[config.mk]
export PLATFORM = sky130hd
export DESIGN_NAME = id_ex_pipe_flat
export DESIGN_NICKNAME = d
export VERILOG_FILES = /design/src/rtl/cpu_pkg.sv /design/src/rtl/id_ex_pipe_if.sv /design/src/rtl/fwd_mux.sv /design/src/rtl/id_ex_pipe.sv /design/src/flat_wrapper.sv
export SDC_FILE = /design/constraint.sdc
export NUM_CORES = 1
export LEC_CHECK = 0
export BUFFER_PORTS_ARGS = -buffer_cell sky130_fd_sc_hd__buf_2
export CORE_MARGIN = 2
export CORE_UTILIZATION = 50
export CTS_BUF_LIST = sky130_fd_sc_hd__clkbuf_8
export CTS_CLUSTER_SIZE = 10
export DETAILED_ROUTE_END_ITERATION = 8
export PLACE_DENSITY = 0.88
export SLEW_MARGIN = 5
export SYNTH_ARGS = -nofsm -noshare
export SYNTH_HDL_FRONTEND = slang
export SYNTH_SLANG_ARGS = --single-unit
[constraint.sdc]
create_clock -name clk -period 2.45 [get_ports clk]
set_clock_uncertainty 0.05 [all_clocks]
set_input_delay 0.3675 -clock clk [delete_from_list [all_inputs] [get_ports clk]]
set_output_delay 0.3675 -clock clk [all_outputs]
set_load 0.005 [all_outputs]
[src/rtl/cpu_pkg.sv]
// rtl/cpu_pkg.sv - shared widths, register-address type and pipeline update modes
package cpu_pkg;

  localparam int DATA_W = 16;
  localparam int CTRL_W = 8;
  localparam int RA_W   = 4;

  typedef logic [RA_W-1:0] reg_addr_t;

  localparam reg_addr_t R0 = '0;

  // What the ID/EX register does on a given edge, highest priority first in the top.
  typedef enum logic [1:0] {
    UPD_LOAD   = 2'd0,
    UPD_BUBBLE = 2'd1,
    UPD_HOLD   = 2'd2,
    UPD_FLUSH  = 2'd3
  } upd_e;

  function automatic logic addr_hit(input logic we, input reg_addr_t dst, input reg_addr_t src);
    return we && (dst == src);
  endfunction

endpackage

[src/rtl/id_ex_pipe_if.sv]
// rtl/id_ex_pipe_if.sv - decode/forwarding inputs and EX-stage outputs of the ID/EX register
interface id_ex_pipe_if #(
  parameter int DW = cpu_pkg::DATA_W,
  parameter int CW = cpu_pkg::CTRL_W
);
  import cpu_pkg::*;

  logic            id_vld;
  reg_addr_t       id_p0_addr;
  reg_addr_t       id_p1_addr;
  logic [DW-1:0]   id_p0;
  logic [DW-1:0]   id_p1;
  reg_addr_t       id_dst_addr;
  logic            id_we;
  logic            id_mem_rd;
  logic [CW-1:0]   id_ctrl;

  reg_addr_t       exm_dst_addr;
  logic            exm_we;
  logic [DW-1:0]   exm_data;
  reg_addr_t       wb_dst_addr;
  logic            wb_we;
  logic [DW-1:0]   wb_data;

  logic            ex_stall;
  logic            flush;

  logic            ex_vld;
  logic [DW-1:0]   ex_op0;
  logic [DW-1:0]   ex_op1;
  reg_addr_t       ex_dst_addr;
  logic            ex_we;
  logic            ex_mem_rd;
  logic [CW-1:0]   ex_ctrl;
  logic            id_stall;
  logic [15:0]     bubble_cnt;

  modport master (
    output id_vld, id_p0_addr, id_p1_addr, id_p0, id_p1, id_dst_addr, id_we, id_mem_rd, id_ctrl,
    output exm_dst_addr, exm_we, exm_data, wb_dst_addr, wb_we, wb_data, ex_stall, flush,
    input  ex_vld, ex_op0, ex_op1, ex_dst_addr, ex_we, ex_mem_rd, ex_ctrl, id_stall, bubble_cnt
  );

  modport slave (
    input  id_vld, id_p0_addr, id_p1_addr, id_p0, id_p1, id_dst_addr, id_we, id_mem_rd, id_ctrl,
    input  exm_dst_addr, exm_we, exm_data, wb_dst_addr, wb_we, wb_data, ex_stall, flush,
    output ex_vld, ex_op0, ex_op1, ex_dst_addr, ex_we, ex_mem_rd, ex_ctrl, id_stall, bubble_cnt
  );

endinterface

[src/rtl/fwd_mux.sv]
// rtl/fwd_mux.sv - operand bypass: R0, then EX/MEM, then MEM/WB, then register-file data
module fwd_mux
  import cpu_pkg::*;
#(
  parameter int DW = DATA_W
) (
  input  reg_addr_t     src_addr,
  input  logic [DW-1:0] rf_data,
  input  reg_addr_t     exm_dst_addr,
  input  logic          exm_we,
  input  logic [DW-1:0] exm_data,
  input  reg_addr_t     wb_dst_addr,
  input  logic          wb_we,
  input  logic [DW-1:0] wb_data,
  output logic [DW-1:0] op
);

  always_comb begin
    op = rf_data;
    if (src_addr == R0)
      op = '0;
    else if (addr_hit(exm_we, exm_dst_addr, src_addr))
      op = exm_data;
    else if (addr_hit(wb_we, wb_dst_addr, src_addr))
      op = wb_data;
  end

endmodule

[src/rtl/id_ex_pipe.sv]
// rtl/id_ex_pipe.sv - ID/EX pipeline register with operand forwarding, load-use bubbles and flush
module id_ex_pipe
  import cpu_pkg::*;
#(
  parameter int DW = DATA_W,
  parameter int CW = CTRL_W
) (
  input logic         clk,
  input logic         rst,
  id_ex_pipe_if.slave bus
);

  reg_addr_t     src0_q;
  reg_addr_t     src1_q;
  upd_e          upd;
  logic          load_use;
  logic          hold;
  reg_addr_t     sel_addr0;
  reg_addr_t     sel_addr1;
  logic [DW-1:0] sel_data0;
  logic [DW-1:0] sel_data1;
  logic [DW-1:0] fwd0;
  logic [DW-1:0] fwd1;

  assign load_use = bus.ex_vld && bus.ex_mem_rd && (bus.ex_dst_addr != R0) && bus.id_vld &&
                    ((bus.ex_dst_addr == bus.id_p0_addr) || (bus.ex_dst_addr == bus.id_p1_addr));
  assign bus.id_stall = load_use;

  always_comb begin
    if (bus.flush)         upd = UPD_FLUSH;
    else if (bus.ex_stall) upd = UPD_HOLD;
    else if (load_use)     upd = UPD_BUBBLE;
    else                   upd = UPD_LOAD;
  end

  // While held, the same muxes re-forward into the parked operands using the stored sources.
  assign hold      = (upd == UPD_HOLD);
  assign sel_addr0 = hold ? src0_q     : bus.id_p0_addr;
  assign sel_addr1 = hold ? src1_q     : bus.id_p1_addr;
  assign sel_data0 = hold ? bus.ex_op0 : bus.id_p0;
  assign sel_data1 = hold ? bus.ex_op1 : bus.id_p1;

  fwd_mux #(.DW(DW)) u_fwd0 (
    .src_addr(sel_addr0), .rf_data(sel_data0),
    .exm_dst_addr(bus.exm_dst_addr), .exm_we(bus.exm_we), .exm_data(bus.exm_data),
    .wb_dst_addr(bus.wb_dst_addr), .wb_we(bus.wb_we), .wb_data(bus.wb_data),
    .op(fwd0)
  );

  fwd_mux #(.DW(DW)) u_fwd1 (
    .src_addr(sel_addr1), .rf_data(sel_data1),
    .exm_dst_addr(bus.exm_dst_addr), .exm_we(bus.exm_we), .exm_data(bus.exm_data),
    .wb_dst_addr(bus.wb_dst_addr), .wb_we(bus.wb_we), .wb_data(bus.wb_data),
    .op(fwd1)
  );

  always_ff @(posedge clk or posedge rst) begin
    if (rst) begin
      bus.ex_vld      <= 1'b0;
      bus.ex_we       <= 1'b0;
      bus.ex_mem_rd   <= 1'b0;
      bus.ex_op0      <= '0;
      bus.ex_op1      <= '0;
      bus.ex_dst_addr <= R0;
      bus.ex_ctrl     <= '0;
      bus.bubble_cnt  <= '0;
      src0_q          <= R0;
      src1_q          <= R0;
    end else begin
      unique case (upd)
        UPD_FLUSH: begin
          bus.ex_vld    <= 1'b0;
          bus.ex_we     <= 1'b0;
          bus.ex_mem_rd <= 1'b0;
        end
        UPD_HOLD: begin
          bus.ex_op0 <= fwd0;
          bus.ex_op1 <= fwd1;
        end
        UPD_BUBBLE: begin
          bus.ex_vld    <= 1'b0;
          bus.ex_we     <= 1'b0;
          bus.ex_mem_rd <= 1'b0;
          if (bus.bubble_cnt != 16'hFFFF)
            bus.bubble_cnt <= bus.bubble_cnt + 16'd1;
        end
        UPD_LOAD: begin
          bus.ex_vld      <= bus.id_vld;
          bus.ex_we       <= bus.id_we && bus.id_vld && (bus.id_dst_addr != R0);
          bus.ex_mem_rd   <= bus.id_mem_rd && bus.id_vld;
          bus.ex_op0      <= fwd0;
          bus.ex_op1      <= fwd1;
          bus.ex_dst_addr <= bus.id_dst_addr;
          bus.ex_ctrl     <= bus.id_ctrl;
          src0_q          <= bus.id_p0_addr;
          src1_q          <= bus.id_p1_addr;
        end
        default: ;
      endcase
    end
  end

endmodule

[src/flat_wrapper.sv]
// flat-port wrapper written by rule: the top's interface ports become plain ports
module id_ex_pipe_flat import cpu_pkg::*;
#(
  parameter int DW = DATA_W,
  parameter int CW = CTRL_W
)
  (clk, rst, bus_id_vld, bus_id_p0_addr, bus_id_p1_addr, bus_id_p0, bus_id_p1, bus_id_dst_addr, bus_id_we, bus_id_mem_rd, bus_id_ctrl, bus_exm_dst_addr, bus_exm_we, bus_exm_data, bus_wb_dst_addr, bus_wb_we, bus_wb_data, bus_ex_stall, bus_flush, bus_ex_vld, bus_ex_op0, bus_ex_op1, bus_ex_dst_addr, bus_ex_we, bus_ex_mem_rd, bus_ex_ctrl, bus_id_stall, bus_bubble_cnt);
  id_ex_pipe_if #(.DW(DW), .CW(CW)) bus_i ();
  input logic clk;
  input logic rst;
  input wire logic [$bits(bus_i.id_vld)-1:0] bus_id_vld;
  input wire logic [$bits(bus_i.id_p0_addr)-1:0] bus_id_p0_addr;
  input wire logic [$bits(bus_i.id_p1_addr)-1:0] bus_id_p1_addr;
  input wire logic [$bits(bus_i.id_p0)-1:0] bus_id_p0;
  input wire logic [$bits(bus_i.id_p1)-1:0] bus_id_p1;
  input wire logic [$bits(bus_i.id_dst_addr)-1:0] bus_id_dst_addr;
  input wire logic [$bits(bus_i.id_we)-1:0] bus_id_we;
  input wire logic [$bits(bus_i.id_mem_rd)-1:0] bus_id_mem_rd;
  input wire logic [$bits(bus_i.id_ctrl)-1:0] bus_id_ctrl;
  input wire logic [$bits(bus_i.exm_dst_addr)-1:0] bus_exm_dst_addr;
  input wire logic [$bits(bus_i.exm_we)-1:0] bus_exm_we;
  input wire logic [$bits(bus_i.exm_data)-1:0] bus_exm_data;
  input wire logic [$bits(bus_i.wb_dst_addr)-1:0] bus_wb_dst_addr;
  input wire logic [$bits(bus_i.wb_we)-1:0] bus_wb_we;
  input wire logic [$bits(bus_i.wb_data)-1:0] bus_wb_data;
  input wire logic [$bits(bus_i.ex_stall)-1:0] bus_ex_stall;
  input wire logic [$bits(bus_i.flush)-1:0] bus_flush;
  output wire logic [$bits(bus_i.ex_vld)-1:0] bus_ex_vld;
  output wire logic [$bits(bus_i.ex_op0)-1:0] bus_ex_op0;
  output wire logic [$bits(bus_i.ex_op1)-1:0] bus_ex_op1;
  output wire logic [$bits(bus_i.ex_dst_addr)-1:0] bus_ex_dst_addr;
  output wire logic [$bits(bus_i.ex_we)-1:0] bus_ex_we;
  output wire logic [$bits(bus_i.ex_mem_rd)-1:0] bus_ex_mem_rd;
  output wire logic [$bits(bus_i.ex_ctrl)-1:0] bus_ex_ctrl;
  output wire logic [$bits(bus_i.id_stall)-1:0] bus_id_stall;
  output wire logic [$bits(bus_i.bubble_cnt)-1:0] bus_bubble_cnt;
  assign bus_i.id_vld = bus_id_vld;
  assign bus_i.id_p0_addr = bus_id_p0_addr;
  assign bus_i.id_p1_addr = bus_id_p1_addr;
  assign bus_i.id_p0 = bus_id_p0;
  assign bus_i.id_p1 = bus_id_p1;
  assign bus_i.id_dst_addr = bus_id_dst_addr;
  assign bus_i.id_we = bus_id_we;
  assign bus_i.id_mem_rd = bus_id_mem_rd;
  assign bus_i.id_ctrl = bus_id_ctrl;
  assign bus_i.exm_dst_addr = bus_exm_dst_addr;
  assign bus_i.exm_we = bus_exm_we;
  assign bus_i.exm_data = bus_exm_data;
  assign bus_i.wb_dst_addr = bus_wb_dst_addr;
  assign bus_i.wb_we = bus_wb_we;
  assign bus_i.wb_data = bus_wb_data;
  assign bus_i.ex_stall = bus_ex_stall;
  assign bus_i.flush = bus_flush;
  assign bus_ex_vld = bus_i.ex_vld;
  assign bus_ex_op0 = bus_i.ex_op0;
  assign bus_ex_op1 = bus_i.ex_op1;
  assign bus_ex_dst_addr = bus_i.ex_dst_addr;
  assign bus_ex_we = bus_i.ex_we;
  assign bus_ex_mem_rd = bus_i.ex_mem_rd;
  assign bus_ex_ctrl = bus_i.ex_ctrl;
  assign bus_id_stall = bus_i.id_stall;
  assign bus_bubble_cnt = bus_i.bubble_cnt;
  id_ex_pipe #(.DW(DW), .CW(CW)) u_core (.clk(clk), .rst(rst), .bus(bus_i));
endmodule
==> results_dict.tcl, run 1 <==
set metrics [dict create \
    outcome "finished clean" \
    dieArea_um2 10660 \
    syn_area_um2 4927 \
    avgSynthCellArea_um2 9.193 \
    ant_nets 0 \
    drcViolationCount 0 \
    dieHeight_um 103.3 \
    power_w 0.003565 \
    grt_overflow_total 0 \
    min_period_over_period_pct 93.13 \
    synth-edff-count 0 \
    cts-htree-levels 3 \
    hold_class "input port to asynchronous set/reset pin" \
    drv_cap 0 \
    placed_cells 827 \
    via_count 5096 \
    insertedDiodeCount 0 \
    max_freq_mhz 438.3 \
    cp_slowest_cell "nor3b_4" \
    cpPeakStageDelay_ns 0.72 \
    yosysSeqAreaShare_pct 36.06 \
    grt_pass1_wl_um 23780 \
    start_util_pct 50.88 \
    ctsRootBufferMaster "clkbuf_8" \
    post-place-ws_ns 0.005033 \
    clk_path_buf_depth 2 \
    final_util_pct 64.39 \
    clkSinkCount 71 \
    via_per_inst 6.045 \
    leakage_nw 2.927 \
    final_cell_count_no_fill 843 \
    final.setup.worst_slack_ns 0.1684 \
    setup_violations 0 \
    coreArea_um2 9684 \
    drv_slew 0 \
    cts_buffers 9 \
    holdBufCountCts 0 \
    ys_ff_latch 71 \
    wl_per_cell_um 18.09 \
    grt_max_degree 40 \
    ys.warnings.count 0 \
    grt_antenna_before_repair 0 \
    ios 165 \
    die_x_um 103.3 \
    fin_setup_tns_ns 0 \
    path_clk_slew_ns 0.09 \
    peakVddDrop_v 0.0002948 \
    worst_pin_slew_ns 0.8242 \
    area_growth_pct 26.56 \
    gp_congestion 0.8884 \
    rsz0062_at_grt "no" \
    cp-start-kind "flop" \
    ys.flop_type "dfrtp_1" \
    track_usage_pct 28.54 \
    grt_pass1_vias 4843 \
    clock_latency_ns 0.35 \
    drtPass1Iterations 6 \
    finalHoldViolations 0 \
    rows 36 \
    wirelength_um 15250 \
    cp_max_fo 16 \
    slew_headroom_pct 45.00 \
    worstPathCellList "nor4_1, a2111o_1, nor3b_4, nand3_1, o211ai_1" \
    synthArstFlopShare_pct 100.0 \
    synth_nets 638 \
    fin_nets 807 \
    drive_above_1_share_pct 36.06 \
    path_buf_inv 0 \
    cts.repair.resized 1 \
    portBuffers 164 \
    pwr_density_cell_nw_per_um2 571.7 \
    worst-r2r-setup-slack_ns 0.17 \
    fin_crit_ns 2.282 \
    arrival_ns 2.50 \
    cts_setup_buffers 0 \
    synthesis.instances 536 \
    crit_type "flop to flop" \
    hpwl_um 11200 \
    drt-initial-drc-count 290 \
    ys_types 49 \
    crit_path_end_kind "flop" \
    cp_top_family "simple AND/OR/NAND/NOR gates" \
    cp_data_required_time_ns 2.67 \
    cts_tree "built" \
]
## path summary, 6_finish.rpt
check                                                from                    end  depth (start not counted)
worst max register to register  u_core.bus.ex_dst_addr[1]   u_core.bus.ex_op0[3]                          5
min in group clk                           bus_id_ctrl[7]  u_core.bus.ex_ctrl[7]                          3
worst min register to register      u_core.bus.ex_ctrl[7]  u_core.bus.ex_ctrl[7]                          2
worst min-delay path                                  rst   u_core.bus.ex_op0[6]                          2
worst max-delay path            u_core.bus.ex_dst_addr[1]   u_core.bus.ex_op0[3]                          5
max in group asynchronous                             rst       u_core.src1_q[0]                          3
## layout make-up
class,instances,area [µm²]
repair buffers,197,1131
well taps,133,166.4
inverters,38,142.6
clock inverters,7,80.08
fillers,773,3448
multi-input cells,388,2815
flip-flops and latches,71,1777
clock buffers,9,123.9
## synth_stat cells, types with 4 or more instances
cell type / number / share of area, %
buf_6: 5 / 1.1
and3_1: 7 / 0.89
nand3_1: 67 / 6.8
inv_1: 38 / 2.9
nand4_1: 11 / 1.4
nor2b_1: 8 / 1.0
nand2b_1: 6 / 0.76
xnor2_1: 17 / 3.0
clkbuf_1: 21 / 1.6
a31oi_1: 16 / 2.0
nand2_1: 74 / 5.6
o221ai_1: 19 / 3.4
o211ai_1: 17 / 2.6
a2111o_1: 5 / 1.1
o221ai_2: 29 / 8.8
xor2_1: 16 / 2.8
a2bb2oi_1: 16 / 2.8
mux2i_1: 10 / 2.0
nor2_1: 9 / 0.69
buf_2: 10 / 1.0
nor4_1: 4 / 0.51
nor3b_1: 4 / 0.61
a21boi_0: 16 / 2.4
dfrtp_1: 71 / 36
## per-stage QoR
stage	hold slack (ns)	area, µm²
3_5_place_dp	0.4078	6026
3_3_place_gp	0.4055	6026
4_1_cts	0.1128	6236
6_report	0.08682	6236
5_1_grt	0.1559	6236
2_1_floorplan	0.4197	4927
## cells in the final DEF, fill, tap and decap left out, types with 17 or more instances in the layout
master,n
inv_1,37
xnor2_1,17
dfrtp_1,71
nand3_1,67
o221ai_2,29
nand2_1,74
buf_2,164
o211ai_1,17
o221ai_1,19
buf_4,28
## logic make-up (layout without fill, tap and decap cells)
kind of cell	Yosys count	after routing	synth area share, %
buffers and inverters	77	251	7.034
XOR/XNOR	33	33	5.866
adder cells (fa/ha/maj)	1	1	0.2539
multiplexers	12	12	2.489
flip-flops	71	71	36.06
AO/OA/AOI/OAI	137	137	27.15
AND/OR/NAND/NOR	205	205	21.15
## worst reg2reg max path: cells and delay by family, from the launching register on
kind / cells / cell delay (ns)
AO/OA/AOI/OAI: 2 / 0.38
flip-flops: 1 / 0.44
AND/OR/NAND/NOR: 3 / 1.34
## sequential cells by signal (all words and copies together) (netlist names)
signal                  cells
u_core.bus.ex_dst_addr      4
u_core.src0_q               4
u_core.bus.ex_op0          16
u_core.bus.bubble_cnt      16
u_core.bus.ex_vld           1
u_core.bus.ex_ctrl          8
u_core.src1_q               4
u_core.bus.ex_op1          16
u_core.bus.ex_mem_rd        1
u_core.bus.ex_we            1
## where the power goes
part	switching (W)	internal [W]
clock network	0.000506	0.000481
logic	0.000558	0.000512
registers	0.000161	0.00135
## routing by layer
metal  track usage, %  part of all wire [%]  vias up  routed length, µm
met5                0                     0        -                  0
met4            10.53                   2.0        0                301
met3            5.376                   9.6       35               1466
met2            47.60                    49      319               7433
met1            37.06                    40     2393               6047
li1                 -                     -     2349                  -
No activity file was read; power rests on OpenSTA's default activity.
==> run 2: changes to the inputs <==
REMOVE_ABC_BUFFERS = 1   (was not set)
==> results_dict.tcl, run 2 (synthesized netlist as in run 1, its figures left out) <==
set metrics [dict create \
    grt_pass1_wl_um 24730 \
    start_util_pct 50.88 \
    clock_latency_ns 0.37 \
    top_regs "u_core.bus.bubble_cnt: 16 flops, u_core.bus.ex_op0: 16 flops, u_core.bus.ex_op1: 16 flops" \
    worst_pin_slew_ns 0.6830 \
    drcViolationCount 0 \
    via_per_inst 6.005 \
    placed_cells 823 \
    wl_per_cell_um 19.11 \
    fin_crit_ns 2.303 \
    rows 36 \
    finalHoldViolations 0 \
    drv_slew 0 \
    portBuffers 164 \
    path_clk_slew_ns 0.09 \
    outcome "finished clean" \
    cts_buffers 9 \
    hpwl_um 11780 \
    path_buf_inv 2 \
    min_period_over_period_pct 94.00 \
    cp_slowest_cell "a2111o_1" \
    grt_max_degree 72 \
    cp_data_required_time_ns 2.69 \
    final_cell_count_no_fill 839 \
    leakage_nw 2.926 \
    cp_max_fo 33 \
    cp_top_family "compound AO/OA/AOI/OAI gates" \
    postPlaceCellArea_um2 6008 \
    grt_overflow_total 0 \
    share_comb_of_total_power_pct 29.2 \
    insertedDiodeCount 0 \
    drt-initial-drc-count 193 \
    ios 165 \
    hold_class "input port to asynchronous set/reset pin" \
    crit_path_end_kind "flop" \
    r2r_cells 8 \
    cp_num_cells 8 \
    max_freq_mhz 434.2 \
    drtPass1Iterations 4 \
    via_count 5038 \
    clk_path_buf_depth 2 \
    final_cell_area_um2 6248 \
    cp-start-kind "flop" \
    dieArea_um2 10660 \
    power_switching_w 0.001234 \
    final_common_cell "buf_2" \
    worst-r2r-setup-slack_ns 0.15 \
    coreArea_um2 9684 \
    cts.repair.resized 0 \
    fin_nets 803 \
    cts_tree "built" \
    setup_violations 0 \
    gp_congestion 0.9751 \
    holdBufCountCts 0 \
    internal_power_w 0.002447 \
    crit_top_cell "buf_4" \
    power_frac_seq_pct 41.0 \
    dieHeight_um 103.3 \
    grt_antenna_before_repair 1 \
    wirelength_um 16030 \
    track_usage_pct 30.35 \
    cts-htree-levels 3 \
    grt_pass1_vias 4924 \
    ant_nets 0 \
    drive_above_1_share_pct 35.84 \
    cts_setup_buffers 0 \
    rsz0062_at_grt "no" \
    peakVddDrop_v 0.0004290 \
    swShare_pct 33.53 \
    cpPeakStageDelay_ns 0.50 \
    clkSinkCount 71 \
    arrival_ns 2.54 \
    worstPathCellList "xnor2_1, nand4_1, a2111o_1, buf_4, nand2_1, buf_4, a2bb2oi_1, o221ai_2" \
    slew_headroom_pct 54.42 \
    crit_type "flop to flop" \
    die_x_um 103.3 \
    drv_cap 0 \
    pwr_density_cell_nw_per_um2 589.1 \
    clkPwrFrac_pct 29.8 \
    ctsRootBufferMaster "clkbuf_8" \
    area_growth_pct 26.82 \
    fillers 810 \
    final_cell_mix "buf_2 (164), nand2_1 (74), dfrtp_1 (71), nand3_1 (67), inv_1 (37)" \
]
[run 2: cell count changes in the layout (fill, tap and decap cells not counted), sizes merged]
cell / previous run / this run
clkinv: 2 / 3
bufinv: 1 / 2
clkinvlp: 2 / 0
buf: 197 / 193
[run 2: path summary, 6_finish.rpt]
check,startpoint,endpoint
setup / recovery,u_core.bus.ex_dst_addr[3],u_core.bus.ex_op1[2]
hold / removal,rst,u_core.bus.bubble_cnt[12]
setup reg to reg,u_core.bus.ex_dst_addr[3],u_core.bus.ex_op1[2]
hold reg to reg,u_core.bus.ex_ctrl[3],u_core.bus.ex_ctrl[3]
max in group asynchronous,rst,u_core.bus.ex_ctrl[0]
min in group clk,bus_id_ctrl[1],u_core.bus.ex_ctrl[1]
[run 2: metrics by stage]
stage	total power, W	setup TNS [ns]	utilization, %	setup WS [ns]	hold slack [ns]
after floorplan	0.002070	-22.04	-	-0.8337	0.4197
after global placement	0.002555	-0.4316	62.04	-0.04840	0.4042
after detailed placement	0.002597	-1.403	62.04	-0.1296	0.4164
after CTS	0.003694	0	64.39	0.02444	0.03819
after global routing	0.003880	0	64.52	0.01955	0.06416
final	0.003681	0	64.52	0.1471	0.03264
[run 2: area by class of cell]
cell class	instances	area (µm²)	share of cell area, %
Multi-Input combinational cell	388	2821	45.15
Tap cell	133	166.4	2.663
Timing Repair Buffer	193	1114	17.82
Clock inverter	7	103.9	1.662
Clock buffer	9	123.9	1.982
Sequential cell	71	1777	28.43
Inverter	38	142.6	2.283
[run 2: metal layers]
| layer | routed length, µm | share of wire [%] | GRT usage (%) | vias up |
|---|---|---|---|---|
| li1 | - | - | - | 2336 |
| met1 | 6583 | 41 | 39.10 | 2393 |
| met2 | 7578 | 47 | 49.70 | 260 |
| met3 | 1218 | 7.6 | 5.242 | 47 |
| met4 | 638 | 4.0 | 14.57 | 2 |
| met5 | 13 | 0.081 | 0 | - |
[run 2: power groups by stage]
| stage | Sequential [W] | Combinational [W] | Clock, W |
|---|---|---|---|
| finish | 0.00151 | 0.00107 | 0.00110 |
| detailed placement | 0.00152 | 0.00107 | 0 |
| global route | 0.00153 | 0.00118 | 0.00117 |
| CTS | 0.00150 | 0.00107 | 0.00112 |
| floorplan | 0.00151 | 0.000561 | 0 |
| global placement | 0.00152 | 0.00104 | 0 |
[run 2: worst register-to-register path: stages (launching register included)]
cell	delay [ns]
dfrtp_1	0.45
xnor2_1	0.24
nand4_1	0.18
a2111o_1	0.51
buf_4	0.28
nand2_1	0.12
buf_4	0.22
a2bb2oi_1	0.12
o221ai_2	0.07
==> run 3: changes to the inputs <==
ABC_AREA = 1   (was not set)
CORE_UTILIZATION = 52   (was 50)
HOLD_SLACK_MARGIN = 0.08   (was not set)
PLACE_DENSITY = 0.92   (was 0.88)
==> results_dict.tcl, run 3 <==
set metrics [dict create \
    outcome "finished clean" \
    fin_setup_tns_ns 0 \
    r2r-start "u_core.bus.bubble_cnt[0]" \
    synth_top_area_cell "dfrtp_1" \
    rows 34 \
    slew_headroom_pct 66.04 \
    wl_per_cell_um 14.61 \
    final_common_cell "nand2_1" \
    crit_path_end_kind "flop" \
    min-delay-start "bus_id_ctrl[5]" \
    cts-htree-levels 3 \
    top_regs "u_core.bus.bubble_cnt: 16 flops, u_core.bus.ex_op0: 16 flops, u_core.bus.ex_op1: 16 flops" \
    crit_type "flop to flop" \
    worstSetupStartpoint "u_core.bus.bubble_cnt[0]" \
    synthesis.instances 697 \
    cts_buffers 9 \
    synthArstFlopShare_pct 100.0 \
    grt_pass1_vias 4860 \
    via_count 5190 \
    drt-initial-drc-count 221 \
    insertedDiodeCount 0 \
    synth.most_common_cell "nand2_1" \
    finalHoldViolations 0 \
    min_period_over_period_pct 88.32 \
    drive_above_1_share_pct 25.26 \
    drv_slew 0 \
    setup_violations 0 \
    rsz0062_at_grt "no" \
    ys_types 30 \
    syn_area_um2 4713 \
    drcViolationCount 0 \
    ys.flop_type "dfrtp_1" \
    grt_antenna_before_repair 1 \
    hold_class "input port to flop" \
    track_usage_pct 28.95 \
    gp_congestion 0.9891 \
    clock_latency_ns 0.35 \
    clkSinkCount 71 \
    pwr_density_cell_nw_per_um2 573.5 \
    final_cell_mix "nand2_1 (319), buf_2 (164), inv_1 (79), nand3_1 (76), dfrtp_1 (71)" \
    synth_area_leaders "dfrtp_1 (38%), nand2_1 (25%), nand3_1 (8.1%)" \
    cp-start-kind "flop" \
    fin_nets 968 \
    dieArea_um2 9842 \
    fillers 766 \
    synth_common_cells "nand2_1 (319), inv_1 (80), nand3_1 (76)" \
    start_util_pct 53.78 \
    max_freq_mhz 462.2 \
    final_util_pct 67.52 \
    cp_data_required_time_ns 2.64 \
    yosysSeqAreaShare_pct 37.70 \
    grt_max_degree 21 \
    fin_crit_ns 2.164 \
    cp_max_fo 8 \
    ios 165 \
    worst_pin_slew_ns 0.5088 \
    via_per_inst 5.301 \
    ant_nets 0 \
    leakage_nw 3.574 \
    wirelength_um 14310 \
    ys_ff_latch 71 \
    peakVddDrop_v 0.0003851 \
    dieHeight_um 99.21 \
    synth-edff-count 0 \
    drtPass1Iterations 5 \
    die_x_um 99.21 \
    drv_cap 0 \
    arrival_ns 2.36 \
    clk_path_buf_depth 2 \
    grt_overflow_total 0 \
    path_clk_slew_ns 0.08 \
    cts_setup_buffers 0 \
    ys.warnings.count 0 \
    cts_tree "built" \
    avgSynthCellArea_um2 6.762 \
    area_growth_pct 25.54 \
    coreArea_um2 8763 \
    grt_pass1_wl_um 22800 \
    synth_top_area_share_pct 37.70 \
    hpwl_um 10920 \
    ctsRootBufferMaster "clkbuf_8" \
    portBuffers 164 \
]
==> run 3: changes by cell type after synthesis, sizes merged, moves of 17 or more <==
| cell | delta |
|---|---|
| inv | +43 |
| nand4 | +25 |
| nor2 | +24 |
| o211ai | -17 |
| o221ai | -48 |
| nand2 | +250 |
==> run 3: logic make-up (layout without fill, tap and decap cells) <==
| group | after synthesis | in the layout | synth area share, % |
|---|---|---|---|
| AND/OR/NAND/NOR | 483 | 483 | 46.35 |
| buffers and inverters | 105 | 279 | 9.398 |
| flip-flops | 71 | 71 | 37.70 |
| XOR/XNOR | 25 | 25 | 4.964 |
| AO/OA/AOI/OAI | 12 | 12 | 1.327 |
| adder cells (fa/ha/maj) | 1 | 1 | 0.2654 |
==> run 3: final timing paths <==
path                                       endpoint  slack (ns)  cells past startpoint
max                        u_core.bus.bubble_cnt[8]        0.29                     10
min                           u_core.bus.ex_ctrl[5]        0.16                      3
max reg2reg                u_core.bus.bubble_cnt[8]        0.29                     10
min reg2reg                   u_core.bus.ex_ctrl[6]        0.43                      2
max in group asynchronous          u_core.src0_q[2]        1.24                      4
min in group asynchronous      u_core.bus.ex_op1[0]        0.50                      3
==> run 3: layout make-up <==
class | count | area, µm² | share of cell area [%]
Clock inverter | 7 | 120.1 | 2.030
Sequential cell | 71 | 1777 | 30.03
Clock buffer | 9 | 123.9 | 2.093
Multi-Input combinational cell | 521 | 2496 | 42.19
Tap cell | 108 | 135.1 | 2.284
Timing Repair Buffer | 182 | 958.4 | 16.20
Inverter | 81 | 306.5 | 5.181
==> run 3: through the flow <==
stage	instance area, µm²	hold WS (ns)	setup WS, ns	cells	total power [W]
floorplan	4577	0.3995	0.2359	673	0.001857
detailed placement	5660	0.3217	0.1654	962	0.002241
finish	5917	0.1650	0.2863	979	0.003393
CTS	5914	0.1532	0.1523	979	0.003401
global placement	5660	0.3222	0.2185	962	0.002222
global route	5917	0.1480	0.07471	979	0.003588
==> run 3: repair_timing <==
item,CTS,global route
endpoints found under the setup margin,0,2
hold buffers,1,0
resized for setup,0,1
hold endpoints to repair,15,0
==> run 3: metal layers <==
| metal | part of all wire (%) | global-route usage [%] | up-vias |
|---|---|---|---|
| met3 | 9.4 | 6.887 | 39 |
| li1 | - | - | 2520 |
| met5 | 0.098 | 0 | - |
| met1 | 40 | 36.20 | 2341 |
| met4 | 3.8 | 13.17 | 2 |
| met2 | 47 | 47.61 | 288 |
==> run 3: report_power, final <==
group / internal, W / switching (W)
combinational: 0.000331 / 0.000496
clock: 0.000680 / 0.000483
sequential: 0.00131 / 0.0000951
==> run 3: worst max-delay path, stage by stage (launching register included) <==
cell	delay [ns]
dfrtp_1	0.43
ha_1	0.23
and3_1	0.20
nand2_1	0.10
inv_1	0.08
nand2_1	0.09
o21ai_0	0.12
nor2_2	0.34
nand2_1	0.17
o21ai_0	0.18
nand2_1	0.07
